$ cat src/rtl/decode_pkg.sv
`default_nettype none
// ============================================================================
// Package : decode_pkg
// Brief   : Opcodes, control-field encodings and shared types for the decode stage.
// Rev     : 1.0 - initial release
// ============================================================================
package decode_pkg;

    localparam logic [6:0] c_opc_load     = 7'b0000011;
    localparam logic [6:0] c_opc_misc_mem = 7'b0001111;
    localparam logic [6:0] c_opc_op_imm   = 7'b0010011;
    localparam logic [6:0] c_opc_auipc    = 7'b0010111;
    localparam logic [6:0] c_opc_store    = 7'b0100011;
    localparam logic [6:0] c_opc_op       = 7'b0110011;
    localparam logic [6:0] c_opc_lui      = 7'b0110111;
    localparam logic [6:0] c_opc_branch   = 7'b1100011;
    localparam logic [6:0] c_opc_jalr     = 7'b1100111;
    localparam logic [6:0] c_opc_jal      = 7'b1101111;
    localparam logic [6:0] c_opc_system   = 7'b1110011;

    localparam logic [31:0] c_instr_ecall  = 32'h0000_0073;
    localparam logic [31:0] c_instr_ebreak = 32'h0010_0073;

    localparam logic [2:0] c_imm_i = 3'b000;
    localparam logic [2:0] c_imm_s = 3'b001;
    localparam logic [2:0] c_imm_u = 3'b010;
    localparam logic [2:0] c_imm_j = 3'b100;
    localparam logic [2:0] c_imm_b = 3'b101;

    localparam logic [1:0] c_src_rr = 2'b00;
    localparam logic [1:0] c_src_ri = 2'b10;
    localparam logic [1:0] c_src_pi = 2'b11;

    localparam logic [1:0] c_exec_alsu   = 2'b00;
    localparam logic [1:0] c_exec_imm    = 2'b01;
    localparam logic [1:0] c_exec_pc4    = 2'b10;
    localparam logic [1:0] c_exec_muldiv = 2'b11;

    localparam logic [2:0] c_flow_none = 3'b000;
    localparam logic [2:0] c_flow_je   = 3'b100;
    localparam logic [2:0] c_flow_bz   = 3'b010;
    localparam logic [2:0] c_flow_bnz  = 3'b011;

    localparam logic [3:0] c_alsu_add  = 4'b0000;
    localparam logic [3:0] c_alsu_sub  = 4'b1000;
    localparam logic [3:0] c_alsu_slt  = 4'b0010;
    localparam logic [3:0] c_alsu_sltu = 4'b0011;

    typedef enum logic [1:0] {
        CAUSE_ILLEGAL = 2'd0,
        CAUSE_ECALL   = 2'd1,
        CAUSE_EBREAK  = 2'd2
    } cause_e;

    typedef enum logic [1:0] {
        KIND_NORMAL = 2'd0,
        KIND_FENCE  = 2'd1,
        KIND_TRAP   = 2'd2
    } kind_e;

    typedef enum logic [1:0] {
        ST_RUN        = 2'd0,
        ST_FENCE_WAIT = 2'd1,
        ST_TRAP_WAIT  = 2'd2
    } state_e;

    typedef struct packed {
        logic [4:0] rs1;
        logic [4:0] rs2;
        logic [4:0] rd;
        logic [1:0] rs_valid;
        logic       rd_valid;
        logic [2:0] imm_sel;
        logic [1:0] src_sel;
        logic [3:0] alsu_func;
        logic [1:0] exec_sel;
        logic [2:0] muldiv_func;
        logic       jump_d;
        logic [2:0] flow_ctrl;
        logic       mem_write;
        logic       mem_read;
        logic [2:0] mem_size;
    } ctrl_t;

endpackage
`default_nettype wire

$ cat src/rtl/decode_logic.sv
`default_nettype none
// ============================================================================
// Module : decode_logic
// Brief  : Combinational RV32I(+M) decoder with full illegal-instruction detection.
// Rev    : 1.0 - initial release
// ============================================================================
module decode_logic
    import decode_pkg::*;
#(
    parameter bit EN_M = 1'b0
) (
    input  logic [31:0] instr,
    output ctrl_t       ctrl,
    output kind_e       kind,
    output cause_e      cause
);

    logic [6:0] w_opcode;
    logic [2:0] w_f3;
    logic [6:0] w_f7;
    logic       w_illegal;

    assign w_opcode = instr[6:0];
    assign w_f3     = instr[14:12];
    assign w_f7     = instr[31:25];

    always_comb begin
        ctrl      = '0;
        ctrl.rs1  = instr[19:15];
        ctrl.rs2  = instr[24:20];
        ctrl.rd   = instr[11:7];
        kind      = KIND_NORMAL;
        cause     = CAUSE_ILLEGAL;
        w_illegal = 1'b0;
        case (w_opcode)
            c_opc_op_imm: begin
                ctrl.rs_valid  = 2'b01;
                ctrl.rd_valid  = 1'b1;
                ctrl.imm_sel   = c_imm_i;
                ctrl.src_sel   = c_src_ri;
                ctrl.alsu_func = {1'b0, w_f3};
                // Shifts carry the arithmetic/logical selector in funct7[5].
                if (w_f3 == 3'b001 || w_f3 == 3'b101) begin
                    ctrl.alsu_func = {w_f7[5], w_f3};
                    w_illegal = !(w_f7 == 7'b0000000 ||
                                  (w_f3 == 3'b101 && w_f7 == 7'b0100000));
                end
            end
            c_opc_op: begin
                ctrl.rs_valid = 2'b11;
                ctrl.rd_valid = 1'b1;
                ctrl.src_sel  = c_src_rr;
                if (w_f7 == 7'b0000001) begin
                    if (EN_M) begin
                        ctrl.exec_sel    = c_exec_muldiv;
                        ctrl.muldiv_func = w_f3;
                    end else begin
                        w_illegal = 1'b1;
                    end
                end else begin
                    ctrl.alsu_func = {w_f7[5], w_f3};
                    w_illegal = !(w_f7 == 7'b0000000 ||
                                  (w_f7 == 7'b0100000 && (w_f3 == 3'b000 || w_f3 == 3'b101)));
                end
            end
            c_opc_lui: begin
                ctrl.rd_valid = 1'b1;
                ctrl.imm_sel  = c_imm_u;
                ctrl.exec_sel = c_exec_imm;
            end
            c_opc_auipc: begin
                ctrl.rd_valid  = 1'b1;
                ctrl.imm_sel   = c_imm_u;
                ctrl.src_sel   = c_src_pi;
                ctrl.alsu_func = c_alsu_add;
            end
            c_opc_load: begin
                ctrl.rs_valid  = 2'b01;
                ctrl.rd_valid  = 1'b1;
                ctrl.imm_sel   = c_imm_i;
                ctrl.src_sel   = c_src_ri;
                ctrl.alsu_func = c_alsu_add;
                ctrl.mem_read  = 1'b1;
                ctrl.mem_size  = w_f3;
                w_illegal = (w_f3 == 3'b011 || w_f3 == 3'b110 || w_f3 == 3'b111);
            end
            c_opc_store: begin
                ctrl.rs_valid  = 2'b11;
                ctrl.imm_sel   = c_imm_s;
                ctrl.src_sel   = c_src_ri;
                ctrl.alsu_func = c_alsu_add;
                ctrl.mem_write = 1'b1;
                ctrl.mem_size  = w_f3;
                w_illegal = (w_f3 >= 3'b011);
            end
            c_opc_jal: begin
                ctrl.rd_valid = 1'b1;
                ctrl.imm_sel  = c_imm_j;
                ctrl.exec_sel = c_exec_pc4;
                ctrl.jump_d   = 1'b1;
            end
            c_opc_jalr: begin
                ctrl.rs_valid  = 2'b01;
                ctrl.rd_valid  = 1'b1;
                ctrl.imm_sel   = c_imm_i;
                ctrl.src_sel   = c_src_ri;
                ctrl.alsu_func = c_alsu_add;
                ctrl.exec_sel  = c_exec_pc4;
                ctrl.flow_ctrl = c_flow_je;
                w_illegal = (w_f3 != 3'b000);
            end
            c_opc_branch: begin
                ctrl.rs_valid = 2'b11;
                ctrl.imm_sel  = c_imm_b;
                ctrl.src_sel  = c_src_rr;
                case (w_f3)
                    3'b000:  begin ctrl.alsu_func = c_alsu_sub;  ctrl.flow_ctrl = c_flow_bz;  end
                    3'b001:  begin ctrl.alsu_func = c_alsu_sub;  ctrl.flow_ctrl = c_flow_bnz; end
                    3'b100:  begin ctrl.alsu_func = c_alsu_slt;  ctrl.flow_ctrl = c_flow_bnz; end
                    3'b101:  begin ctrl.alsu_func = c_alsu_slt;  ctrl.flow_ctrl = c_flow_bz;  end
                    3'b110:  begin ctrl.alsu_func = c_alsu_sltu; ctrl.flow_ctrl = c_flow_bnz; end
                    3'b111:  begin ctrl.alsu_func = c_alsu_sltu; ctrl.flow_ctrl = c_flow_bz;  end
                    default: w_illegal = 1'b1;
                endcase
            end
            c_opc_misc_mem: kind = KIND_FENCE;
            c_opc_system: begin
                // No Zicsr: only the two exact environment-call words are recognised.
                if (instr == c_instr_ecall) begin
                    kind  = KIND_TRAP;
                    cause = CAUSE_ECALL;
                end else if (instr == c_instr_ebreak) begin
                    kind  = KIND_TRAP;
                    cause = CAUSE_EBREAK;
                end else begin
                    w_illegal = 1'b1;
                end
            end
            default: w_illegal = 1'b1;
        endcase
        if (w_illegal) begin
            kind  = KIND_TRAP;
            cause = CAUSE_ILLEGAL;
        end
    end

endmodule
`default_nettype wire

$ cat src/rtl/decode_stage_ctrl.sv
`default_nettype none
// ============================================================================
// Module : decode_stage_ctrl
// Brief  : Registered decode stage with D/E handshake, FENCE drain and trap FSM.
// Rev    : 1.0 - initial release
// ============================================================================
module decode_stage_ctrl
    import decode_pkg::*;
#(
    parameter int XLEN = 32,
    parameter bit EN_M = 1'b0
) (
    input  logic            clk,
    input  logic            reset,
    input  logic            d_valid,
    output logic            d_ready,
    input  logic [31:0]     d_instr,
    input  logic [XLEN-1:0] d_pc,
    output logic            e_valid,
    input  logic            e_ready,
    output logic [XLEN-1:0] e_pc,
    output logic [4:0]      e_rs1,
    output logic [4:0]      e_rs2,
    output logic [4:0]      e_rd,
    output logic [1:0]      e_rs_valid,
    output logic            e_rd_valid,
    output logic [2:0]      e_imm_sel,
    output logic [1:0]      e_src_sel,
    output logic [3:0]      e_alsu_func,
    output logic [1:0]      e_exec_sel,
    output logic [2:0]      e_muldiv_func,
    output logic            e_jump_d,
    output logic [2:0]      e_flow_ctrl,
    output logic            e_mem_write,
    output logic            e_mem_read,
    output logic [2:0]      e_mem_size,
    output logic            trap,
    output logic [1:0]      trap_cause,
    input  logic            flush,
    input  logic            mem_idle
);

    ctrl_t           w_ctrl;
    kind_e           w_kind;
    cause_e          w_cause;
    logic            w_accept;

    state_e          r_state;
    ctrl_t           r_ctrl;
    logic [XLEN-1:0] r_pc;
    logic            r_e_valid;
    logic            r_trap;
    cause_e          r_cause;

    decode_logic #(
        .EN_M (EN_M)
    ) u_decode_logic (
        .instr (d_instr),
        .ctrl  (w_ctrl),
        .kind  (w_kind),
        .cause (w_cause)
    );

    assign d_ready  = (r_state == ST_RUN) && !flush && (!r_e_valid || e_ready);
    assign w_accept = d_valid && d_ready;

    always_ff @(posedge clk) begin
        if (reset) begin
            r_state   <= ST_RUN;
            r_ctrl    <= '0;
            r_pc      <= '0;
            r_e_valid <= 1'b0;
            r_trap    <= 1'b0;
            r_cause   <= CAUSE_ILLEGAL;
        end else begin
            r_trap <= 1'b0;
            if (flush) begin
                r_e_valid <= 1'b0;
                r_state   <= ST_RUN;
            end else begin
                if (w_accept && w_kind == KIND_NORMAL) begin
                    r_ctrl    <= w_ctrl;
                    r_pc      <= d_pc;
                    r_e_valid <= 1'b1;
                end else if (r_e_valid && e_ready) begin
                    r_e_valid <= 1'b0;
                end
                case (r_state)
                    ST_RUN: begin
                        if (w_accept && w_kind == KIND_FENCE) begin
                            r_state <= ST_FENCE_WAIT;
                        end else if (w_accept && w_kind == KIND_TRAP) begin
                            r_trap  <= 1'b1;
                            r_cause <= w_cause;
                            r_state <= ST_TRAP_WAIT;
                        end
                    end
                    // Drain completes only once execute is empty and memory is quiet.
                    ST_FENCE_WAIT: begin
                        if (mem_idle && !r_e_valid) begin
                            r_state <= ST_RUN;
                        end
                    end
                    ST_TRAP_WAIT: begin
                        r_state <= ST_TRAP_WAIT;
                    end
                    default: r_state <= ST_RUN;
                endcase
            end
        end
    end

    assign e_valid       = r_e_valid;
    assign e_pc          = r_pc;
    assign e_rs1         = r_ctrl.rs1;
    assign e_rs2         = r_ctrl.rs2;
    assign e_rd          = r_ctrl.rd;
    assign e_rs_valid    = r_ctrl.rs_valid;
    assign e_rd_valid    = r_ctrl.rd_valid;
    assign e_imm_sel     = r_ctrl.imm_sel;
    assign e_src_sel     = r_ctrl.src_sel;
    assign e_alsu_func   = r_ctrl.alsu_func;
    assign e_exec_sel    = r_ctrl.exec_sel;
    assign e_muldiv_func = r_ctrl.muldiv_func;
    assign e_jump_d      = r_ctrl.jump_d;
    assign e_flow_ctrl   = r_ctrl.flow_ctrl;
    assign e_mem_write   = r_ctrl.mem_write;
    assign e_mem_read    = r_ctrl.mem_read;
    assign e_mem_size    = r_ctrl.mem_size;
    assign trap          = r_trap;
    assign trap_cause    = r_cause;

endmodule
`default_nettype wire
$ cat config.mk
export PLATFORM = sky130hd
export DESIGN_NAME = decode_stage_ctrl
export DESIGN_NICKNAME = d
export VERILOG_FILES = /design/src/rtl/decode_pkg.sv /design/src/rtl/decode_logic.sv /design/src/rtl/decode_stage_ctrl.sv
export SDC_FILE = /design/constraint.sdc
export NUM_CORES = 1
export LEC_CHECK = 0
export CAP_MARGIN = 20
export CORE_MARGIN = 1.5
export CORE_UTILIZATION = 38
export DETAILED_ROUTE_END_ITERATION = 10
export GPL_ROUTABILITY_DRIVEN = 0
export GPL_TIMING_DRIVEN = 0
export HOLD_SLACK_MARGIN = 0.1
export PLACE_DENSITY = 0.76
export SYNTH_ARGS = -nofsm -noshare
export SYNTH_HDL_FRONTEND = slang
export SYNTH_SLANG_ARGS = --single-unit
$ cat constraint.sdc
create_clock -name clk -period 2.6 [get_ports clk]
set_input_delay 0.39 -clock clk [delete_from_list [all_inputs] [get_ports clk]]
set_output_delay 0.39 -clock clk [all_outputs]
set_load 0.02 [all_outputs]
# == Yosys cells after proc, flatten, opt, wreduce, memory -nomap -nowiden ==
# Cells that the tools add are included.
# totals
regBits,76
inputBits,70
word_cells,130
# classes
order_cmp,1
n_eq_ne,27
n_mux,34
n_bitwise,3
n_reduce_logical,46
# op_table
cell,count
"equality test 32 x 21 -> 1 bit, second input constant",1
"equality test 32 x 7 -> 1 bit, second input constant",1
case mux 6 bit (5 select lines),1
"equality test 7 x 6 -> 1 bit, second input constant",4
"equality test 7 bit, second input constant",4
2-to-1 mux 2 bit,9
case mux 2 bit (2 select lines),4
OR reduction 3 bit,5
"equality test 7 x 5 -> 1 bit, second input constant",2
OR reduction 2 bit,7
"equality test 3 bit, second input constant",4
2-to-1 mux 1 bit,12
case mux 3 bit (4 select lines),1
case mux 4 bit (3 select lines),1
logical AND 1 bit,10
2-to-1 mux 4 bit,2
case mux 1 bit (8 select lines),1
OR reduction 4 bit,2
"equality test 7 x 1 -> 1 bit, second input constant",1
"equality test 7 x 2 -> 1 bit, second input constant",1
"equality test 7 x 4 -> 1 bit, second input constant",1
zero test 7 bit,1
logical OR 1 bit,7
OR reduction 7 bit,1
19 further kinds,28

# == Depth between registers and ports, before layout ==
# Gate-level depths: netlist of run 1.
# logic_depth
depth_word,13
mapped_depth,10
mapped_depth_nobuf,6

# == Modules after synthesis ==
# From an unflattened synthesis of run 1, not the netlist that was laid out.
# hier_totals
cells_unflattened,462
area_unflattened_um2,4312.9
# by_module_without_submodules
module,n_inst,cells_per_inst,area_per_inst_um2
decode_stage_ctrl,1,349,3633.5
decode_logic,1,113,679.4

# == Worst setup path after synthesis of run 1 ==
# No wires, ideal clock.
# synth_path
path_kind,input -> register
start,input d_instr[26]
end,"register r_ctrl, in the netlist e_imm_sel[1]"
setup_ns,0.116
t_arrival_ns,2.363
setup_slack_ns,0.122
cell_stages,8
n_path_buf,2
cell_sequence,or4_4 or3_1 a2111oi_2 and3_1 buf_6 nand2_4 buf_6 a31o_1
# synth_between
elab_chain_len,10
word_cells_on_any_way,23
# synth_rtl
element,line,rtl
start: declaration,decode_stage_ctrl.sv:17,"input logic [31:0] d_instr,"
branches (longest 6 deep; another with equality test 32 x 21 -> 1 bit),--,
2-to-1 mux 2 bit *,decode_logic.sv:141,if (w_illegal) begin
zero test 2 bit *,decode_stage_ctrl.sv:81,if (w_accept && w_kind == KIND_NORMAL) begin
logical AND 1 bit *,decode_stage_ctrl.sv:81,
AND reduction 2 bit (no source line) *,--,
end signal: assignment,decode_stage_ctrl.sv:82,r_ctrl <= w_ctrl;
end: declaration,decode_stage_ctrl.sv:49,ctrl_t r_ctrl;
# Every way passes the cells marked *.
# A chain may end at the register's enable or synchronous reset.

# == Final worst setup path of run 1 ==
# layout_path
start,input d_instr[12]
end,"register r_ctrl, in the netlist e_imm_sel[2]"
# layout_between
elab_chain_len,11
word_cells_on_any_way,35
# layout_rtl
element,line
branches (longest 7 deep; another with equality test 32 x 21 -> 1 bit),--
2-to-1 mux 2 bit *,decode_logic.sv:141
zero test 2 bit *,decode_stage_ctrl.sv:81
logical AND 1 bit *,decode_stage_ctrl.sv:81
AND reduction 2 bit (no source line) *,--
# Marks and branches as above.

==> key figures, run 1 <==
Run status
  • Run status: complete, no violations

CTS
  • Reg clk slew, reported paths: 0.07 ns
  • Worst-Skew Late Latency: 0.35 ns
  • Htree depth: 3
  • CTS Buf Count: 9
  • Clock net sink count: 76
  • Max Buffers Root-to-Sink: 2
  • Hold Buf Count CTS: 0
  • Root Driver: clkbuf_8
  • CTS tree: done

Cells and area
  • Fin nets: 645
  • Diodes inserted: 0
  • # fillers: 798
  • FF+latch area: 1520 um2
  • Fin cells: 688
  • Final Core Density: 0.618
  • Area of the multi-input gates: 1780 um2
  • Share of cells above drive strength 1: 0.122
  • Area grow syn2layout: 57.0%

Setup path
  • CP max FO: 8
  • Flop2flop setup slack: 0.46 ns
  • CP endpoint kind: register
  • Crit Reg-Reg Startpoint: r_state[1]
  • Required @ worst endpoint: 2.81 ns
  • Crit start category: input pin
  • Worst reg2reg path depth: 7
  • Crit. Startpoint: d_instr[12]
  • Crit Path Class: in -> reg
  • Worst EP arrival: 2.70 ns
  • Critical Path End: e_imm_sel[2]
  • Crit Reg-Reg Endpoint: e_imm_sel[2]

Die
  • Core area: 8720 um2
  • IO Count: 148
  • Num rows: 34
  • Starting Density: 0.393
  • Area of the die: 9610 um2
  • Die Wd: 98.0 um
  • Die height: 98.0 um

Run
  • Maxcap violations: 0

Logic synthesis
  • Async SR Flop Fraction: 0
  • Commonest cells post-synth: dfxtp_1 (76), o21ai_0 (58), a21oi_1 (56), nand3_1 (53), clkbuf_1 (29)
  • Top post-synthesis cells by area: dfxtp_1 (44%), o21ai_0 (8.5%), a21oi_1 (8.2%)
  • Top cell type's share of synthesized area: 0.443
  • Ys Warns: 0
  • Post-synth EDFFs: 0
  • Yosys top cell by area: dfxtp_1
  • Synth cell types: 54
  • Dominant synthesized flop cell: dfxtp_1
  • Most common cell in the synthesized netlist: dfxtp_1
  • Register area share after synthesis: 0.443
  • Synthesized area per cell: 8.33 um2
  • Syn Std Cell Area: 3430 um2
  • Yosys reg bits: 76
  • Gate count after technology mapping: 412

Power
  • LEAKAGE: 0.00189 uW
  • Pwr dens: 437 nW/um2
  • Overall power: 2350 uW
  • VDD IR max: 321 uV

STA
  • Final Hold Fails: 0
  • Fin. max-slew vios: 0
  • Relative max-transition margin: 0.601
  • Max frequency: 0.402 GHz
  • Final Cycle Share: 0.957
  • Worst clock skew: 0.0110 ns
  • Fin crit period: 2.49 ns
  • RSZ-0062 raised after global routing: no
  • Setup-failing EPs final: 0
  • Slew @ Worst Pin: 0.598 ns

GRT
  • First-pass GRT wire length: 18400 um
  • Vias in the first global route: 3760
  • Gr ovfl total: 0
  • Antenna violations before repair: 0
  • Largest net degree at the start of global routing: 14
  • Gr usage total: 0.236

Hold path
  • HP Class: in -> reg

Route
  • Initial drt markers: 291
  • Drt drc: 0
  • DRT Pass-1 Iters: 4
  • Post-Route WL: 11400 um
  • Routed vias: 3800
  • Drt wl/cell: 16.6 um
  • Via density: 5.52
  • Antenna-violating nets left: 0

Placed design
  • DPL Wire Length: 8130 um
  • Dpl cells: 664
  • PortBufs: 142
-- cell families (layout without fill, tap and decap cells) --
| kind of cell | after synthesis | after routing | synth area share |
|---|---|---|---|
| compound gates | 152 | 152 | 0.264 |
| simple gates | 132 | 132 | 0.209 |
| flops | 76 | 76 | 0.443 |
| buf+inv | 45 | 211 | 0.0653 |
| mux | 5 | 5 | 0.0150 |
| other cells | 1 | 3 | 0.00109 |
| xor+xnor | 1 | 1 | 0.00255 |
-- layer usage --
metal | global-route usage | part of all wire | vias up
met3 | 0.0558 | 0.056 | 11
met2 | 0.410 | 0.50 | 131
met5 | 0 | 0 | -
met4 | 0.0615 | 0.0093 | 0
li1 | - | - | 1844
met1 | 0.294 | 0.44 | 1814
-- flip-flops by register name, summed over array words and instances (netlist names) --
| register | flops |
|---|---|
| e_exec_sel | 2 |
| e_pc | 32 |
| e_valid | 1 |
| e_imm_sel | 3 |
| e_rs_valid | 2 |
| e_mem_read | 1 |
| e_rs2 | 5 |
| e_rd | 5 |
| e_flow_ctrl | 3 |
| e_jump_d | 1 |
| e_mem_size | 3 |
| trap | 1 |
| e_rd_valid | 1 |
| r_state | 2 |
| e_src_sel | 2 |
| trap_cause | 2 |
| e_alsu_func | 4 |
| e_rs1 | 5 |
| e_mem_write | 1 |
-- how the worst min path moves through the flow --
stage / startpoint / to / slack (ns) / cells past startpoint
finish: d_instr[3] / e_jump_d / 0.41 / 3
global route: d_instr[3] / e_jump_d / 0.41 / 3
CTS: d_instr[3] / e_jump_d / 0.40 / 3
detailed placement: e_jump_d / e_jump_d / 0.46 / 2
global placement: e_src_sel[0] / e_src_sel[0] / 0.45 / 2
floorplan: r_state[1] / r_state[1] / 0.45 / 1
-- per-stage QoR --
| step | setup TNS [ns] | hold WS, ns | worst slack, ns | area, um2 |
|---|---|---|---|---|
| after detailed placement | -37.10 | 0.455 | -0.660 | 4990 |
| final | 0 | 0.412 | 0.111 | 5390 |
| after global routing | 0 | 0.414 | 0.0355 | 5390 |
| after global placement | -34.60 | 0.454 | -0.561 | 4990 |
| after floorplan | 0 | 0.452 | 0.122 | 3440 |
| after CTS | 0 | 0.398 | 0.00647 | 5360 |
-- worst max-delay path, cell delays in order --
cell and delay, ns:
clkdlybuf4s50_1 0.58, o21ai_0 0.38, a2111oi_4 0.15, a2111oi_4 0.37, nand3_2 0.12, buf_4 0.18, nor2_2 0.32, o21ai_0 0.19
-- power by group --
| group | internal, uW | total, uW | leakage [uW] | switching (uW) |
|---|---|---|---|---|
| registers | 1170 | 1180 | 0.000613 | 4.45 |
| logic | 145 | 279 | 0.00118 | 134 |
| clock network | 444 | 898 | 0.0000962 | 454 |
| total | 1760 | 2350 | 0.00189 | 593 |
-- placed cells by master (no fill, tap or decap), types with 3 or more instances in the layout --
cell             instances
clkdlybuf4s50_1        138
dfxtp_1                 76
a21oi_1                 52
nand3_1                 49
o21ai_0                 46
clkbuf_1                20
nor3_1                  14
o21ai_1                 13
nand2_1                 12
buf_4                   12
nor2_1                  10
clkbuf_2                 9
clkbuf_8                 9
buf_6                    6
nor2b_1                  5
o211ai_1                 5
and3_1                   5
nand3_2                  5
nor4_1                   5
o211a_1                  5
nand4_1                  4
a21oi_2                  4
mux2i_1                  4
a31o_1                   4
nand2b_1                 3
nand4b_1                 3
a211oi_1                 3
a41o_1                   3
conb_1                   3
dlygate4sd2_1            3
-- final cells by class --
class | instances | area share
multi-input combinational | 293 | 0.330
inverter | 2 | 0.00139
sequential | 76 | 0.282
clock buffer | 10 | 0.0237
tap | 108 | 0.0251
clock inverter | 6 | 0.0121
timing repair buffer | 151 | 0.281
buffer | 42 | 0.0437
-- timing repair --
action,CTS,global route
resized for setup,28,29
pin swaps,12,6
endpoints found under the setup margin,71,72
setup buffers,6,1
gates cloned,2,0
No activity file was read; power rests on OpenSTA's default activity.
==> run 2, diff against run 1 <==
--- a/config.mk
+++ b/config.mk
@@ -12,6 +12,7 @@
 export GPL_ROUTABILITY_DRIVEN = 0
 export GPL_TIMING_DRIVEN = 0
 export HOLD_SLACK_MARGIN = 0.1
+export MAX_ROUTING_LAYER = met4
 export PLACE_DENSITY = 0.76
 export SYNTH_ARGS = -nofsm -noshare
 export SYNTH_HDL_FRONTEND = slang
==> run 2 against run 1 <==
Largest cell class unchanged. Critical path depth stayed put. Via count hardly changed. Global-route usage is 0.73 points higher. Register-to-register slack hardly changed. First-iteration DRC count is 12% lower. Clock power is 0.8% higher. Largest power group unchanged.
==> key figures, run 2 (synthesized netlist as in run 1, its figures left out) <==
STA
  • Final Hold Fails: 0 (unchanged)
  • Slew @ Worst Pin: 0.602 ns (was 0.598 ns)
  • Worst clock skew: 0.0113 ns (was 0.0110 ns)
  • Setup-failing EPs final: 0 (unchanged)
  • Fin. max-slew vios: 0 (unchanged)
  • Final worst slack: 0.0562 ns (was 0.111 ns)
  • RSZ-0062 raised after global routing: no (unchanged)
  • Fin crit period: 2.54 ns (was 2.49 ns)
  • Final Cycle Share: 0.978 (was 0.957)
  • Relative max-transition margin: 0.599 (was 0.601)
  • Final hold slack: 0.402 ns (was 0.412 ns)
  • Max frequency: 0.393 GHz (was 0.402 GHz)

CTS
  • Clock net sink count: 76 (unchanged)
  • Htree depth: 3 (unchanged)
  • Worst-Skew Late Latency: 0.36 ns (was 0.35 ns)
  • CTS tree: done (unchanged)
  • Root Driver: clkbuf_8 (unchanged)
  • CTS Buf Count: 9 (unchanged)
  • Reg clk slew, reported paths: 0.07 ns (about the same)
  • Max Buffers Root-to-Sink: 2 (unchanged)

GRT
  • Vias in the first global route: 3748 (was 3760)
  • Gr busiest metal: met2 (unchanged)
  • Met3 GRT Util: 0.0494 (was 0.0558)
  • M1 GR Usage: 0.299 (was 0.294)
  • GR Util met2: 0.409 (was 0.410)
  • Antenna violations before repair: 0 (unchanged)
  • Gr usage total: 0.244 (was 0.236)
  • Largest net degree at the start of global routing: 14 (unchanged)
  • Gr ovfl total: 0 (unchanged)
  • First-pass GRT wire length: 18400 um (about the same)

Setup path
  • Crit start category: input pin (unchanged)
  • Critical path's top delay family: simple AND/OR/NAND/NOR gates (was compound AO/OA/AOI/OAI gates)
  • Crit Path Class: in -> reg (unchanged)
  • Worst EP arrival: 2.76 ns (was 2.70 ns)
  • Required @ worst endpoint: 2.81 ns (about the same)
  • Worst path cell trace: clkdlybuf4s50_1 -> or4_4 -> or3_4 -> a2111oi_4 -> nand3_2 -> buf_4 -> nor2_2 -> o21ai_0 (was clkdlybuf4s50_1 -> o21ai_0 -> a2111oi_4 -> a2111oi_4 -> nand3_2 -> buf_4 -> nor2_2 -> o21ai_0)
  • CP max FO: 8 (unchanged)
  • Buf/Inv on CP: 2 (unchanged)
  • Critical-path top delay cell: or4_4 (was clkdlybuf4s50_1)
  • Crit. Startpoint: d_instr[26] (was d_instr[12])
  • CP endpoint kind: register (unchanged)
  • Max incr delay on CP: 0.44 ns (was 0.58 ns)
  • Crit Reg-Reg Startpoint: r_state[1] (unchanged)

Route
  • Post-Route WL: 11500 um (was 11400 um)
  • Initial drt markers: 255 (was 291)
  • Drt drc: 0 (unchanged)
  • Antenna-violating nets left: 0 (unchanged)
  • Via density: 5.54 (was 5.52)
  • Drt wl/cell: 16.7 um (was 16.6 um)
  • Routed vias: 3803 (was 3800)
  • DRT Pass-1 Iters: 4 (unchanged)

Run status
  • Run status: complete, no violations (unchanged)

Die
  • Area of the die: 9610 um2 (unchanged)
  • Starting Density: 0.393 (unchanged)
  • Num rows: 34 (unchanged)
  • Die Wd: 98.0 um (unchanged)
  • Core area: 8720 um2 (unchanged)
  • Die height: 98.0 um (unchanged)
  • IO Count: 148 (unchanged)

Placed design
  • DPL Wire Length: 8130 um (unchanged)
  • DP Area: 4990 um2 (unchanged)
  • Dpl cells: 664 (unchanged)
  • Pre-CTS setup slack: -0.660 ns (unchanged)
  • PortBufs: 142 (unchanged)

Cells and area
  • Area grow syn2layout: 56.6% (was 57.0%)
  • Fin nets: 644 (was 645)
  • Share of cells above drive strength 1: 0.121 (was 0.122)
  • Number of flip-flops in the largest register: 32 (unchanged)
  • Most frequent cells in the layout: clkdlybuf4s50_1 (139), dfxtp_1 (76), a21oi_1 (52) (was clkdlybuf4s50_1 (138), dfxtp_1 (76), a21oi_1 (52))
  • Fin cells: 687 (was 688)
  • Most common cell after layout, fill and taps aside: clkdlybuf4s50_1 (unchanged)
  • Final Cell Area: 5370 um2 (was 5390 um2)
  • Diodes inserted: 0 (unchanged)

Hold path
  • HP Class: in -> reg (unchanged)
  • Min-delay src: d_instr[3] (unchanged)

Power
  • LEAKAGE: 0.00188 uW (was 0.00189 uW)
  • VDD IR max: 320 uV (was 321 uV)
  • Pwr dens: 439 nW/um2 (was 437 nW/um2)
  • Overall power: 2360 uW (was 2350 uW)

Run
  • Maxcap violations: 0 (unchanged)
## run 2: changes by cell type in the layout (fill, tap and decap cells not counted)
cell	previous run	this run
nand3_1	49	50
clkbuf_1	20	19
o21ai_0	46	48
clkdlybuf4s50_1	138	139
clkbuf_2	9	10
dlymetal6s2s_1	1	0
nand3_2	5	4
buf_4	12	11
o21ai_1	13	11
## run 2: area by class of cell
cell class              count  area, um2
plain buffers              42        236
clock buffers              10        128
clock inverters             6       65.1
fillers                   799       3350
inverters                   2       7.51
multi-input cells         293       1770
flip-flops and latches     76       1520
well taps                 108        135
repair buffers            150       1510
## run 2: through the flow
step / TNS [ns] / utilization
after CTS: 0 / 0.614
after detailed placement: -37.10 / 0.573
final: 0 / 0.616
after global routing: 0 / 0.616
after floorplan: 0 / -
after global placement: -34.60 / 0.573
## run 2: report_power, final
group | total (uW) | leakage, uW | internal (uW) | switching (uW)
Combinational | 279 | 0.00117 | 145 | 134
Clock | 905 | 0.0000962 | 444 | 461
Sequential | 1180 | 0.000613 | 1170 | 4.44
Total | 2360 | 0.00188 | 1760 | 600
## run 2: repair_timing
item                       in CTS  in global routing
gates resized for setup        28                 27
setup endpoints to repair      71                 72
hold buffers                    0                  0
gates cloned                    2                  0
pin swaps                      12                  4
hold endpoints to repair        0                  0
setup buffers                   6                  0
## run 2: worst paths after layout
path | end | slack, ns | depth (start not counted)
max reg2reg | e_imm_sel[2] | 0.45 | 7
min | e_jump_d | 0.40 | 3
min reg2reg | e_src_sel[0] | 0.47 | 2
max | e_imm_sel[2] | 0.06 | 8
## run 2: worst reg2reg max path: stages, from the launching register on
cell and delay, ns:
dfxtp_1 0.33, nor3_1 0.28, nand3_1 0.23, a2111oi_4 0.36, nand3_2 0.13, buf_4 0.18
nor2_2 0.32, o21ai_0 0.19
## run 2: metal layers
layer / up-vias / wire length (um) / part of all wire
met1: 1815 / 5030 / 0.44
met5: - / 0 / 0
met3: 14 / 671 / 0.059
li1: 1835 / - / -
met4: 0 / 143 / 0.012
met2: 139 / 5620 / 0.49
==> run 3, diff against run 2 <==
--- a/config.mk
+++ b/config.mk
@@ -6,7 +6,6 @@
 export NUM_CORES = 1
 export LEC_CHECK = 0
 export CAP_MARGIN = 20
-export CORE_MARGIN = 1.5
 export CORE_UTILIZATION = 38
 export DETAILED_ROUTE_END_ITERATION = 10
 export GPL_ROUTABILITY_DRIVEN = 0
==> run 3 against run 2 <==
Worst hold slack better by 0.013 ns. Worst setup slack improved by 0.019 ns. Clock power is 25% higher. Core utilization up 0.77 points. Design area grew 1.3%. Clock skew down 0.0034 ns. Global-route usage is 0.35 points higher. Sequential power barely moved. Clock-buffer cell count rose by 2.
==> key figures, run 3 (synthesized netlist as in run 1, its figures left out) <==
Run status
  • Run status: complete, no violations (unchanged)

Cells and area
  • Fin cells: 686 (was 687)
  • Final Cell Area: 5440 um2 (was 5370 um2)
  • Area grow syn2layout: 58.6% (was 56.6%)
  • # fillers: 789 (was 799)
  • Area of the multi-input gates: 1790 um2 (was 1770 um2)
  • FF+latch area: 1520 um2 (unchanged)
  • Diodes inserted: 0 (unchanged)
  • Share of cells above drive strength 1: 0.123 (was 0.121)
  • Most common cell after layout, fill and taps aside: clkdlybuf4s50_1 (unchanged)
  • Most frequent cells in the layout: clkdlybuf4s50_1 (138), dfxtp_1 (76), a21oi_1 (54) (was clkdlybuf4s50_1 (139), dfxtp_1 (76), a21oi_1 (52))
  • Final Core Density: 0.624 (was 0.616)
  • Number of flip-flops in the largest register: 32 (unchanged)
  • Fin nets: 643 (was 644)

Die
  • Die height: 97.0 um (was 98.0 um)
  • Core area: 8720 um2 (unchanged)
  • Area of the die: 9410 um2 (was 9610 um2)
  • IO Count: 148 (unchanged)
  • Num rows: 34 (unchanged)
  • Die Wd: 97.0 um (was 98.0 um)
  • Starting Density: 0.393 (unchanged)

Placed design
  • DPL Wire Length: 7990 um (was 8130 um)
  • PortBufs: 142 (unchanged)
  • Dpl cells: 664 (unchanged)
  • DP Area: 4990 um2 (unchanged)

Power
  • Clk pwr share: 0.437 (was 0.383)
  • VDD IR max: 225 uV (was 320 uV)
  • Int Power: 2010 uW (was 1760 uW)
  • NetSw: 579 uW (was 600 uW)
  • Switching share of power: 0.224 (was 0.254)
  • Comb pwr share: 0.108 (was 0.118)
  • Sequential share of power: 0.455 (was 0.498)
  • LEAKAGE: 0.00192 uW (was 0.00188 uW)
  • Pwr dens: 475 nW/um2 (was 439 nW/um2)

STA
  • Setup-failing EPs final: 0 (unchanged)
  • Fin. max-slew vios: 0 (unchanged)
  • Worst clock skew: 0.00793 ns (was 0.0113 ns)
  • Setup TNS: 0 ns (unchanged)
  • Fin crit period: 2.52 ns (was 2.54 ns)
  • Relative max-transition margin: 0.614 (was 0.599)
  • RSZ-0062 raised after global routing: no (unchanged)
  • Final Hold Fails: 0 (unchanged)
  • Max frequency: 0.396 GHz (was 0.393 GHz)
  • Final Cycle Share: 0.971 (was 0.978)
  • Slew @ Worst Pin: 0.579 ns (was 0.602 ns)

Setup path
  • CP max FO: 10 (was 8)
  • Max incr delay on CP: 0.55 ns (was 0.44 ns)
  • CP endpoint kind: register (unchanged)
  • Crit start category: input pin (unchanged)
  • Worst path cell trace: dlygate4sd2_1 -> or4_4 -> or3_4 -> a2111oi_4 -> nand3_2 -> buf_4 -> clkbuf_2 -> o211ai_1 -> o31ai_2 (was clkdlybuf4s50_1 -> or4_4 -> or3_4 -> a2111oi_4 -> nand3_2 -> buf_4 -> nor2_2 -> o21ai_0)
  • Critical-path top delay cell: or4_4 (unchanged)
  • Worst reg2reg path depth: 8 (was 7)
  • Worst EP arrival: 2.74 ns (was 2.76 ns)
  • Required @ worst endpoint: 2.82 ns (was 2.81 ns)
  • Crit Path Class: in -> reg (unchanged)

Route
  • Antenna-violating nets left: 0 (unchanged)
  • Initial drt markers: 157 (was 255)
  • Post-Route WL: 11300 um (was 11500 um)
  • Routed vias: 3772 (was 3803)
  • DRT Pass-1 Iters: 4 (unchanged)
  • Drt wl/cell: 16.5 um (was 16.7 um)
  • Via density: 5.50 (was 5.54)
  • Drt drc: 0 (unchanged)

CTS
  • Root Driver: clkbuf_8 (unchanged)
  • Reg clk slew, reported paths: 0.07 ns (about the same)
  • CTS tree: done (unchanged)
  • Hold Buf Count CTS: 0 (unchanged)
  • Htree depth: 3 (unchanged)
  • Clock net sink count: 76 (unchanged)
  • Max Buffers Root-to-Sink: 2 (unchanged)
  • CTS Buf Count: 9 (unchanged)
  • Worst-Skew Late Latency: 0.35 ns (was 0.36 ns)

GRT
  • First-pass GRT wire length: 18500 um (was 18400 um)
  • Antenna violations before repair: 0 (unchanged)
  • Gr usage total: 0.247 (was 0.244)
  • Gr ovfl total: 0 (unchanged)
  • Vias in the first global route: 3846 (was 3748)
  • Largest net degree at the start of global routing: 13 (was 14)

Hold path
  • HP Class: in -> reg (unchanged)
  • WHS Path Cells: 3 (unchanged)

Run
  • Maxcap violations: 0 (unchanged)
==> run 3: cell count changes in the layout (fill, tap and decap cells not counted), sizes merged <==
cell           before  now
dlygate4sd2         3    4
clkbuf             38   40
clkinvlp            1    0
clkinv              4    1
bufinv              1    3
buf                22   21
clkdlybuf4s50     139  138
==> run 3: what timing repair did <==
item,4_1_cts,5_1_grt
gates cloned,2,0
buffers inserted,6,0
gates resized for setup,30,25
pin swaps,18,3
setup endpoints to repair,71,69
endpoints found under the hold margin,0,0
==> run 3: worst max-delay path, delay by kind of cell <==
kind,cells,cell delay [ns]
buffers and inverters,3,0.60
AO/OA/AOI/OAI,3,0.66
AND/OR/NAND/NOR,3,1.09
==> run 3: path summary, 6_finish.rpt <==
path	from	slack [ns]	endpoint
setup reg to reg	r_state[1]	0.44	e_imm_sel[0]
setup / recovery	d_instr[31]	0.08	e_imm_sel[0]
hold reg to reg	e_src_sel[0]	0.47	e_src_sel[0]
hold / removal	d_instr[3]	0.42	e_jump_d
==> run 3: metal layers <==
layer,part of all wire,global-route usage,routed length [um]
met4,0.018,0.0884,208
met3,0.060,0.0513,676
met2,0.48,0.404,5420
met1,0.44,0.301,4990
met5,0,-,0
==> run 3: power groups by stage <==
stage / clock [uW] / sequential [uW] / combinational, uW
final: 1130 / 1180 / 279
after global routing: 1190 / 1180 / 297
after CTS: 1140 / 1180 / 275
after detailed placement: 0 / 1200 / 264
after global placement: 0 / 1200 / 263
after floorplan: 0 / 1210 / 95.0
==> run 3: layout make-up <==
| type | instances | share of cell area |
|---|---|---|
| Tap cell | 108 | 0.0248 |
| Sequential cell | 76 | 0.280 |
| Clock buffer | 12 | 0.0285 |
| Buffer | 41 | 0.0421 |
| Inverter | 2 | 0.00138 |
| Timing Repair Buffer | 150 | 0.277 |
| Clock inverter | 4 | 0.0175 |
| Multi-Input combinational cell | 293 | 0.329 |
==> run 3: metrics by stage <==
stage / hold WS, ns / worst slack, ns / total power (uW)
floorplan: 0.452 / 0.122 / 1310
global placement: 0.453 / -0.541 / 1470
detailed placement: 0.452 / -0.638 / 1470
CTS: 0.409 / 0.0414 / 2590
global route: 0.432 / 0.00186 / 2670
finish: 0.415 / 0.0753 / 2580
